<file path="src/rtl/vector_stream_reader_if.sv">
// Operand-RAM read port plus the assembled-vector output stream of vector_stream_reader.
// master = the reader, slave = RAM/consumer side.
interface vector_stream_reader_if #(
    parameter int ELEMENT_WIDTH    = 24,
    parameter int ADDR_WIDTH       = 17,
    parameter int VECTOR_DIMENSION = 3
);
    logic [ADDR_WIDTH-1:0]                     ram_addr;
    logic                                      ram_en;
    logic [ELEMENT_WIDTH-1:0]                  ram_data;
    logic [VECTOR_DIMENSION*ELEMENT_WIDTH-1:0] vector_out;
    logic                                      vector_valid;
    logic                                      vector_ready;

    modport master (
        output ram_addr, ram_en, vector_out, vector_valid,
        input  ram_data, vector_ready
    );

    modport slave (
        input  ram_addr, ram_en, vector_out, vector_valid,
        output ram_data, vector_ready
    );
endinterface

</file>
<file path="src/rtl/vector_stream_reader.sv">
// Streams num_vectors whole vectors out of a synchronous element RAM starting at base_addr,
// with credit-limited reads, an assembly register and a valid/ready output register.
module vector_stream_reader #(
    parameter int ELEMENT_WIDTH    = 24,
    parameter int ADDR_WIDTH       = 17,
    parameter int VECTOR_DIMENSION = 3,
    parameter int READ_LATENCY     = 1,
    parameter int VCOUNT_WIDTH     = 16
) (
    input  logic                    clk,
    input  logic                    reset_n,
    input  logic                    start,
    input  logic                    abort,
    input  logic [ADDR_WIDTH-1:0]   base_addr,
    input  logic [VCOUNT_WIDTH-1:0] num_vectors,
    output logic                    busy,
    output logic                    done,
    output logic [VCOUNT_WIDTH-1:0] vectors_sent,
    vector_stream_reader_if.master  bus
);
    localparam int FW = $clog2(VECTOR_DIMENSION + 1);
    localparam int CW = VCOUNT_WIDTH + FW;
    localparam int VW = VECTOR_DIMENSION * ELEMENT_WIDTH;

    typedef enum logic {IDLE, RUN} state_t;
    state_t state_reg, state_next;
    logic   done_reg, done_next;

    logic [ADDR_WIDTH-1:0]    base_reg;
    logic [VCOUNT_WIDTH-1:0]  num_reg, sent_reg;
    logic [CW-1:0]            total_reg, issued_reg;
    logic [FW-1:0]            fill_reg, in_flight_reg;
    logic [READ_LATENCY-1:0]  pipe_reg, pipe_next;
    logic [ELEMENT_WIDTH-1:0] asm_reg [VECTOR_DIMENSION];
    logic [VW-1:0]            out_reg, assembled;
    logic                     out_valid_reg;

    logic start_job, flush, issue, ret, hs, last_hs, vec_complete, load_out;

    assign start_job = (state_reg == IDLE) && start && !abort;
    assign flush     = (state_reg == RUN) && abort;
    assign ret       = pipe_reg[READ_LATENCY-1];
    assign hs        = out_valid_reg && bus.vector_ready;
    assign last_hs   = hs && (({1'b0, sent_reg} + (VCOUNT_WIDTH+1)'(1)) == {1'b0, num_reg});

    // Credit rule: never have more elements outstanding than the assembly register can absorb.
    assign issue = (state_reg == RUN) && (issued_reg < total_reg) &&
                   (({1'b0, in_flight_reg} + {1'b0, fill_reg}) < (FW+1)'(VECTOR_DIMENSION));

    assign vec_complete = (ret && (fill_reg == FW'(VECTOR_DIMENSION - 1))) ||
                          (fill_reg == FW'(VECTOR_DIMENSION));
    assign load_out     = vec_complete && (!out_valid_reg || hs);

    if (READ_LATENCY == 1) begin : g_pipe_single
        assign pipe_next = issue;
    end else begin : g_pipe_multi
        assign pipe_next = {pipe_reg[READ_LATENCY-2:0], issue};
    end

    // The returning element bypasses straight into its slot so the final element can move out this edge.
    for (genvar gi = 0; gi < VECTOR_DIMENSION; gi++) begin : g_slot
        assign assembled[gi*ELEMENT_WIDTH +: ELEMENT_WIDTH] =
            (ret && (fill_reg == FW'(gi))) ? bus.ram_data : asm_reg[gi];
    end

    assign bus.ram_en       = issue;
    assign bus.ram_addr     = base_reg + ADDR_WIDTH'(issued_reg);
    assign bus.vector_out   = out_reg;
    assign bus.vector_valid = out_valid_reg;
    assign busy             = (state_reg == RUN);
    assign done             = done_reg;
    assign vectors_sent     = sent_reg;

    always_ff @(posedge clk or negedge reset_n) begin
        if (!reset_n) begin
            state_reg <= IDLE;
            done_reg  <= 1'b0;
        end else begin
            state_reg <= state_next;
            done_reg  <= done_next;
        end
    end

    always_comb begin
        state_next = state_reg;
        done_next  = 1'b0;
        case (state_reg)
            IDLE: begin
                if (start_job) begin
                    if (num_vectors == '0) done_next  = 1'b1;
                    else                   state_next = RUN;
                end
            end
            RUN: begin
                if (abort) begin
                    state_next = IDLE;
                end else if (last_hs) begin
                    state_next = IDLE;
                    done_next  = 1'b1;
                end
            end
            default: state_next = IDLE;
        endcase
    end

    always_ff @(posedge clk or negedge reset_n) begin
        if (!reset_n) begin
            base_reg      <= '0;
            num_reg       <= '0;
            total_reg     <= '0;
            issued_reg    <= '0;
            fill_reg      <= '0;
            in_flight_reg <= '0;
            sent_reg      <= '0;
            out_reg       <= '0;
            out_valid_reg <= 1'b0;
            pipe_reg      <= '0;
            for (int k = 0; k < VECTOR_DIMENSION; k++) asm_reg[k] <= '0;
        end else if (start_job) begin
            base_reg      <= base_addr;
            num_reg       <= num_vectors;
            total_reg     <= CW'(num_vectors) * CW'(VECTOR_DIMENSION);
            issued_reg    <= '0;
            fill_reg      <= '0;
            in_flight_reg <= '0;
            sent_reg      <= '0;
            out_valid_reg <= 1'b0;
            pipe_reg      <= '0;
        end else if (flush) begin
            fill_reg      <= '0;
            in_flight_reg <= '0;
            out_valid_reg <= 1'b0;
            pipe_reg      <= '0;
            if (hs) sent_reg <= sent_reg + VCOUNT_WIDTH'(1);
        end else begin
            pipe_reg      <= pipe_next;
            in_flight_reg <= in_flight_reg + FW'(issue) - FW'(ret);
            if (issue) issued_reg <= issued_reg + CW'(1);
            if (load_out)  fill_reg <= '0;
            else if (ret)  fill_reg <= fill_reg + FW'(1);
            for (int k = 0; k < VECTOR_DIMENSION; k++) begin
                if (ret && (fill_reg == FW'(k))) asm_reg[k] <= bus.ram_data;
            end
            if (load_out) begin
                out_reg       <= assembled;
                out_valid_reg <= 1'b1;
            end else if (hs) begin
                out_valid_reg <= 1'b0;
            end
            if (hs) sent_reg <= sent_reg + VCOUNT_WIDTH'(1);
        end
    end
endmodule

</file>
<file path="src/flat_wrapper.sv">
// flat-port wrapper written by rule: the top's interface ports become plain ports
module vector_stream_reader_flat 
#(
    parameter int ELEMENT_WIDTH    = 24,
    parameter int ADDR_WIDTH       = 17,
    parameter int VECTOR_DIMENSION = 3,
    parameter int READ_LATENCY     = 1,
    parameter int VCOUNT_WIDTH     = 16
)
  (clk, reset_n, start, abort, base_addr, num_vectors, busy, done, vectors_sent, bus_ram_addr, bus_ram_en, bus_vector_out, bus_vector_valid, bus_ram_data, bus_vector_ready);
  vector_stream_reader_if #(.ELEMENT_WIDTH(ELEMENT_WIDTH), .ADDR_WIDTH(ADDR_WIDTH), .VECTOR_DIMENSION(VECTOR_DIMENSION)) bus_i ();
  input  logic clk;
  input  logic reset_n;
  input  logic start;
  input  logic abort;
  input  logic [ADDR_WIDTH-1:0] base_addr;
  input  logic [VCOUNT_WIDTH-1:0] num_vectors;
  output logic busy;
  output logic done;
  output logic [VCOUNT_WIDTH-1:0] vectors_sent;
  output wire logic [$bits(bus_i.ram_addr)-1:0] bus_ram_addr;
  output wire logic [$bits(bus_i.ram_en)-1:0] bus_ram_en;
  output wire logic [$bits(bus_i.vector_out)-1:0] bus_vector_out;
  output wire logic [$bits(bus_i.vector_valid)-1:0] bus_vector_valid;
  input wire logic [$bits(bus_i.ram_data)-1:0] bus_ram_data;
  input wire logic [$bits(bus_i.vector_ready)-1:0] bus_vector_ready;
  assign bus_ram_addr = bus_i.ram_addr;
  assign bus_ram_en = bus_i.ram_en;
  assign bus_vector_out = bus_i.vector_out;
  assign bus_vector_valid = bus_i.vector_valid;
  assign bus_i.ram_data = bus_ram_data;
  assign bus_i.vector_ready = bus_vector_ready;
  vector_stream_reader #(.ELEMENT_WIDTH(ELEMENT_WIDTH), .ADDR_WIDTH(ADDR_WIDTH), .VECTOR_DIMENSION(VECTOR_DIMENSION), .READ_LATENCY(READ_LATENCY), .VCOUNT_WIDTH(VCOUNT_WIDTH)) u_core (.clk(clk), .reset_n(reset_n), .start(start), .abort(abort), .base_addr(base_addr), .num_vectors(num_vectors), .busy(busy), .done(done), .vectors_sent(vectors_sent), .bus(bus_i));
endmodule
</file>
<file path="config.mk">
export PLATFORM = sky130hd
export DESIGN_NAME = vector_stream_reader_flat
export DESIGN_NICKNAME = d
export VERILOG_FILES = /design/src/rtl/vector_stream_reader_if.sv /design/src/rtl/vector_stream_reader.sv /design/src/flat_wrapper.sv
export SDC_FILE = /design/constraint.sdc
export NUM_CORES = 1
export LEC_CHECK = 0
export BUFFER_PORTS_ARGS = -buffer_cell sky130_fd_sc_hd__buf_2
export CORE_ASPECT_RATIO = 0.7
export CORE_MARGIN = 1.5
export CORE_UTILIZATION = 53
export DETAILED_ROUTE_END_ITERATION = 12
export PLACE_DENSITY = 0.86
export SYNTH_ARGS = -nofsm -noshare
export SYNTH_HDL_FRONTEND = slang
export SYNTH_SLANG_ARGS = --single-unit
</file>
<file path="constraint.sdc">
create_clock -name clk -period 3.3 [get_ports clk]
set_clock_uncertainty 0.1 [all_clocks]
set_input_delay 0.99 -clock clk [delete_from_list [all_inputs] [get_ports clk]]
set_output_delay 0.99 -clock clk [all_outputs]
set_load 0.03 [all_outputs]
</file>
# --- Word-level counts from Yosys, hierarchy flattened ---
# Cells that the tools add are included.
word_totals:
  reg_bits: 237
  inputBits: 62
  out_inout_bits: 109
  wordCells: 88
op_classes:
  add_sub_neg: 8
  mul: 1
  order_cmp: 2
  n_eq_ne: 5
  muxes: 30
  bitwise: 3
  n_reduce_logical: 24
op_table:
  columns: ["op", "count"]
  rows:
  - ["24-bit 2-to-1 mux", 3]
  - ["18-bit 2-to-1 mux", 3]
  - ["16-bit 2-to-1 mux", 2]
  - ["18-bit by 1-bit adder with 18-bit output, second input constant", 1]
  - ["18-bit < comparator", 1]
  - ["16-bit by 2-bit multiplier with 18-bit output, second input constant", 1]
  - ["16-bit by 1-bit adder with 17-bit output, second input constant", 1]
  - ["17-bit adder", 1]
  - ["17-bit by 16-bit equality test with 1-bit output", 1]
  - ["16-bit by 1-bit adder with 16-bit output, second input constant", 1]
  - ["16-bit logical NOT", 1]
  - ["1-bit 2-to-1 mux", 14]
  - ["2-bit 2-to-1 mux", 6]
  - ["1-bit logical AND", 11]
  - ["4-bit nonzero test", 2]
  - ["2-bit equality test, second input constant", 2]
  - ["1-bit case mux with 2 select lines", 2]
  - ["2-bit AND reduction", 2]
  - ["2-bit nonzero test", 2]
  - ["2-bit by 2-bit adder with 3-bit output", 1]
  - ["3-bit by 2-bit < comparator with 1-bit output, second input constant", 1]
  - ["1-bit NOT", 3]
  - ["3-bit AND reduction", 1]
  - ["2-bit by 1-bit adder with 2-bit output", 1]
  - ["other kinds (7)", 9]

# --- Longest topological paths before layout ---
depth:
  ltp_word: 7
  ltp_mapped: 14
  mapped_depth_nobuf: 12

# --- Least setup slack after synthesis ---
# Ideal clock, no wire load.
synth_timing:
  path_kind: "reg-to-output"
  startpoint: "reg u_core.issued_reg[0]"
  endpoint: "out bus_ram_addr[10]"
  t_arrival_ns: 2.844
  required_time_ns: 2.210
  setup_slack_ns: -0.634
  path_stages_with_launch: 10
  n_path_buf: 0
  cell_sequence: "dfrtp_1 > ha_1 > inv_1 > fa_1 > nor2b_1 > o31a_1 > o221a_2 > o21a_1 > nor2_1 > o311ai_0"
synth_via:
  elab_chain_len: 1
synth_rtl:
  columns: ["item", "line", "text"]
  rows:
  - ["start: declaration", "vector_stream_reader.sv:31", "logic [CW-1:0] total_reg, issued_reg;"]
  - ["start signal: assignment", "vector_stream_reader.sv:138", "if (issue) issued_reg <= issued_reg + CW'(1);"]
  - ["17-bit adder", "vector_stream_reader.sv:67", "assign bus.ram_addr = base_reg + ADDR_WIDTH'(issued_reg);"]
  - ["end: declaration", "flat_wrapper.sv:21", "output wire logic [$bits(bus_i.ram_addr)-1:0] bus_ram_addr;"]
# No other way between the ends.

# --- Worst setup path in the final report ---
layout_timing:
  startpoint: "reg u_core.base_reg[0]"
  endpoint: "out bus_ram_addr[10]"
layout_via:
  elab_chain_len: 1
layout_rtl:
  columns: ["item", "line", "text"]
  rows:
  - ["start: declaration", "vector_stream_reader.sv:29", "logic [ADDR_WIDTH-1:0] base_reg;"]
  - ["start signal: assignment", "vector_stream_reader.sv:120", "base_reg <= base_addr;"]
  - ["17-bit adder", "vector_stream_reader.sv:67", null]
# No other way between the ends.

==> metrics.cfg <==
[run_status]
outcome=complete, but fails checks
violations=negative setup slack

[synth]
ys_async_sr_fraction_pct=100
syn_area_sq_um=12600
synthesis.nets=1374
synth-edff-count=0
ys_warn_count=0
synth.avg_cell_area_sq_um=10.1
synth.distinct_cells=70
postSynthCellCount=1242
synth_seq_area_share_pct=47.0
synth.ff_latch_count=236
synth_ff_type=dfrtp_1

[placed_design]
hpwl_um=21900
io_buffers=170
gp_congestion=0.899

[drt]
dr.pass1.iters=5
avgViaCountPerCell=5.74
dr_total_vias=10200
drc_errors=0
ant_nets=0
wl_um=31600
wire_per_inst_um=17.8
drt_iter0_drc=740

[grt]
grt_max_degree=79
grt_pass1_wl_um=51300
grt_pass1_vias=9957
overflow=0
track_usage_pct=25.4
antenna_found_initial=0

[worst_setup_path]
path_max_fanout=2
critPathArrivalTime_ns=2.86
path_cells=ha_2, inv_2, fa_2, nor2b_2, o31a_1, o221a_4, o21a_1, or4_4, o311ai_4, buf_6
cp.required_ns=2.21
worst-setup-path-type=register to output port
path_buf_inv=2
slowest_stage=or4_4
end_kind=output port
cp-start-kind=register
critPathMaxStageDelay_ns=0.44
cp_top_family=compound AO/OA/AOI/OAI gates

[clocking]
path_clk_slew_ns=0.06
clk_latency_ns=0.51
clockRootBuffer=clkbuf_16
cts_tree=yes
tritoncts.num_buffers=24
hold_buffers=0
cts_buffer_depth=3
cts_sinks=236
htree_levels=1

[timing]
finalSetupTns_ns=-5.65
worstMarginPinSlew_ns=0.579
drv_slew=0
min_period_ns=3.95
setup_viol=14
rsz0062_at_grt=true
setup_ws_ns=-0.649
slew_headroom_pct=60.4
max_freq_mhz=253
hold_ws_ns=0.323
finalCritPeriodShare_pct=120
finalHoldViolCount=0

[die]
die_w_um=187
core_sq_um=23000
start_util_pct=54.7
die_area_sq_um=24700
die_h_um=132
rows=46
pin_count=171

[min_path]
min_path_type=input port to asynchronous set/reset pin

[pwr]
p_leak_nw=7.76
p_total_mw=12.1
p_per_area_nw_per_um2=789
ir_worst_vdd_mv=0.506

[final_layout]
fillerInstances=1791
area_growth_pct=22.0
post-route-util_pct=66.8
antenna_cells=0
nets=1579
drive_gt1_share_pct=27.4

[flow_run]
max_cap_viol_count=0

where the power goes:
| group | switching [mW] | internal (mW) | leakage [nW] |
|---|---|---|---|
| sequential | 0.598 | 3.92 | 2.95 |
| combinational | 2.93 | 1.90 | 4.41 |
| clock | 1.14 | 1.60 | 0.404 |
| total | 4.67 | 7.43 | 7.76 |
metrics by stage:
step	std cells	setup slack, ns	area, sq um
6_report	1777	-0.649	15300
5_1_grt	1777	-0.718	15300
4_1_cts	1774	-0.701	15200
3_5_place_dp	1726	-0.242	14200
3_3_place_gp	1726	-0.201	14200
2_1_floorplan	1242	-0.0540	12600
cell type report:
type	count	area [sq um]	share of cell area [%]
clock inverter	11	90.1	0.588
clock buffer	33	716	4.67
timing repair buffer	233	1540	10.0
tap	312	390	2.55
sequential	236	5910	38.5
multi-input combinational	896	6480	42.3
inverter	56	210	1.37
cell usage in the layout, fill, tap and decap left out, types with 3 or more instances in the layout:
cell type	count
dfrtp_1	233
buf_2	155
nor2_1	122
nand2_1	119
a21oi_1	110
mux2i_1	76
mux2_2	73
ha_1	63
inv_1	54
o21ai_0	53
buf_4	51
xnor2_1	25
clkbuf_16	25
xor2_1	21
nand3_1	19
nand4_1	18
buf_6	18
o21a_1	12
or3_1	12
a21o_1	11
nor3_1	10
o31ai_1	10
or4_1	10
o211ai_1	10
and3_1	9
a211oi_1	8
buf_12	8
clkinv_2	7
and2_1	6
nand2b_1	6
clkbuf_8	6
a31o_2	4
nor2_4	4
nor4_1	4
a21oi_4	3
o221ai_1	3
dfrtp_2	3
kinds of logic (layout without fill, tap and decap cells):
family / after synthesis / count (layout) / synth area share [%]
compound gates: 264 / 264 / 13.0
xor+xnor: 48 / 48 / 3.34
fa+ha+maj: 70 / 70 / 7.15
buf+inv: 110 / 333 / 3.47
flops: 236 / 236 / 47.0
mux: 150 / 150 / 12.7
simple gates: 364 / 364 / 13.4
path summary, 6_finish.rpt:
check / from / end / slack [ns] / cells after the start
min reg2reg: u_core.total_reg[5]$_DFFE_PN0P_ / u_core.total_reg[5]$_DFFE_PN0P_ / 0.38 / 2
max: u_core.base_reg[0]$_DFFE_PN0P_ / bus_ram_addr[10] / -0.65 / 10
min: reset_n / u_core.base_reg[12]$_DFFE_PN0P_ / 0.32 / 1
max reg2reg: u_core.issued_reg[11]$_DFFE_PN0P_ / u_core.in_flight_reg[1]$_DFF_PN0_ / 0.23 / 12
max in group asynchronous: reset_n / u_core.num_reg[10]$_DFFE_PN0P_ / 1.99 / 2
min in group clk: u_core.total_reg[5]$_DFFE_PN0P_ / u_core.total_reg[5]$_DFFE_PN0P_ / 0.38 / 2
worst register-to-register path: cells and delay by family (launching register included):
family,cells,cell delay [ns]
AND/OR/NAND/NOR,3,0.70
adder cells (fa/ha/maj),3,0.69
buffers and inverters,3,0.50
flip-flops,1,0.42
XOR/XNOR,2,0.34
AO/OA/AOI/OAI,1,0.22
synthesized netlist by cell type (all sizes together), types with 4 or more instances:
cell type	n	share of area [%]
nor3	11	0.48
nor4	4	0.20
dfrtp	236	47
nor2	128	3.8
or4	12	0.72
or3	12	0.60
nand3	21	0.88
o31ai	10	0.60
nand2b	6	0.30
a211oi	8	0.48
xnor2	27	1.9
o211ai	12	0.80
mux2i	77	6.1
xor2	21	1.5
inv	56	1.7
clkbuf	22	0.66
o21a	12	0.72
mux2	73	6.5
nand4	19	1.1
ha	67	6.7
a31o	4	0.28
a21oi	113	4.5
a21o	11	0.66
nand2	121	3.6
o21ai	57	2.3
buf	32	1.1
and2	7	0.35
and3	10	0.50
metal layers:
metal | global-route usage [%] | wire (um) | share of wire [%] | vias up
li1 | - | - | - | 4815
met1 | 36.4 | 14500 | 46 | 4988
met5 | 0 | 0 | 0 | -
met2 | 40.1 | 14500 | 46 | 349
met3 | 4.45 | 2030 | 6.4 | 53
met4 | 6.32 | 667 | 2.1 | 0
repair_timing:
action | in CTS | in global routing
resized for setup | 50 | 28
cloned | 0 | 0
pin swaps | 17 | 12
setup buffers | 5 | 6
setup endpoints to repair | 14 | 14
Note: power is estimated with default switching activity, not from simulation.
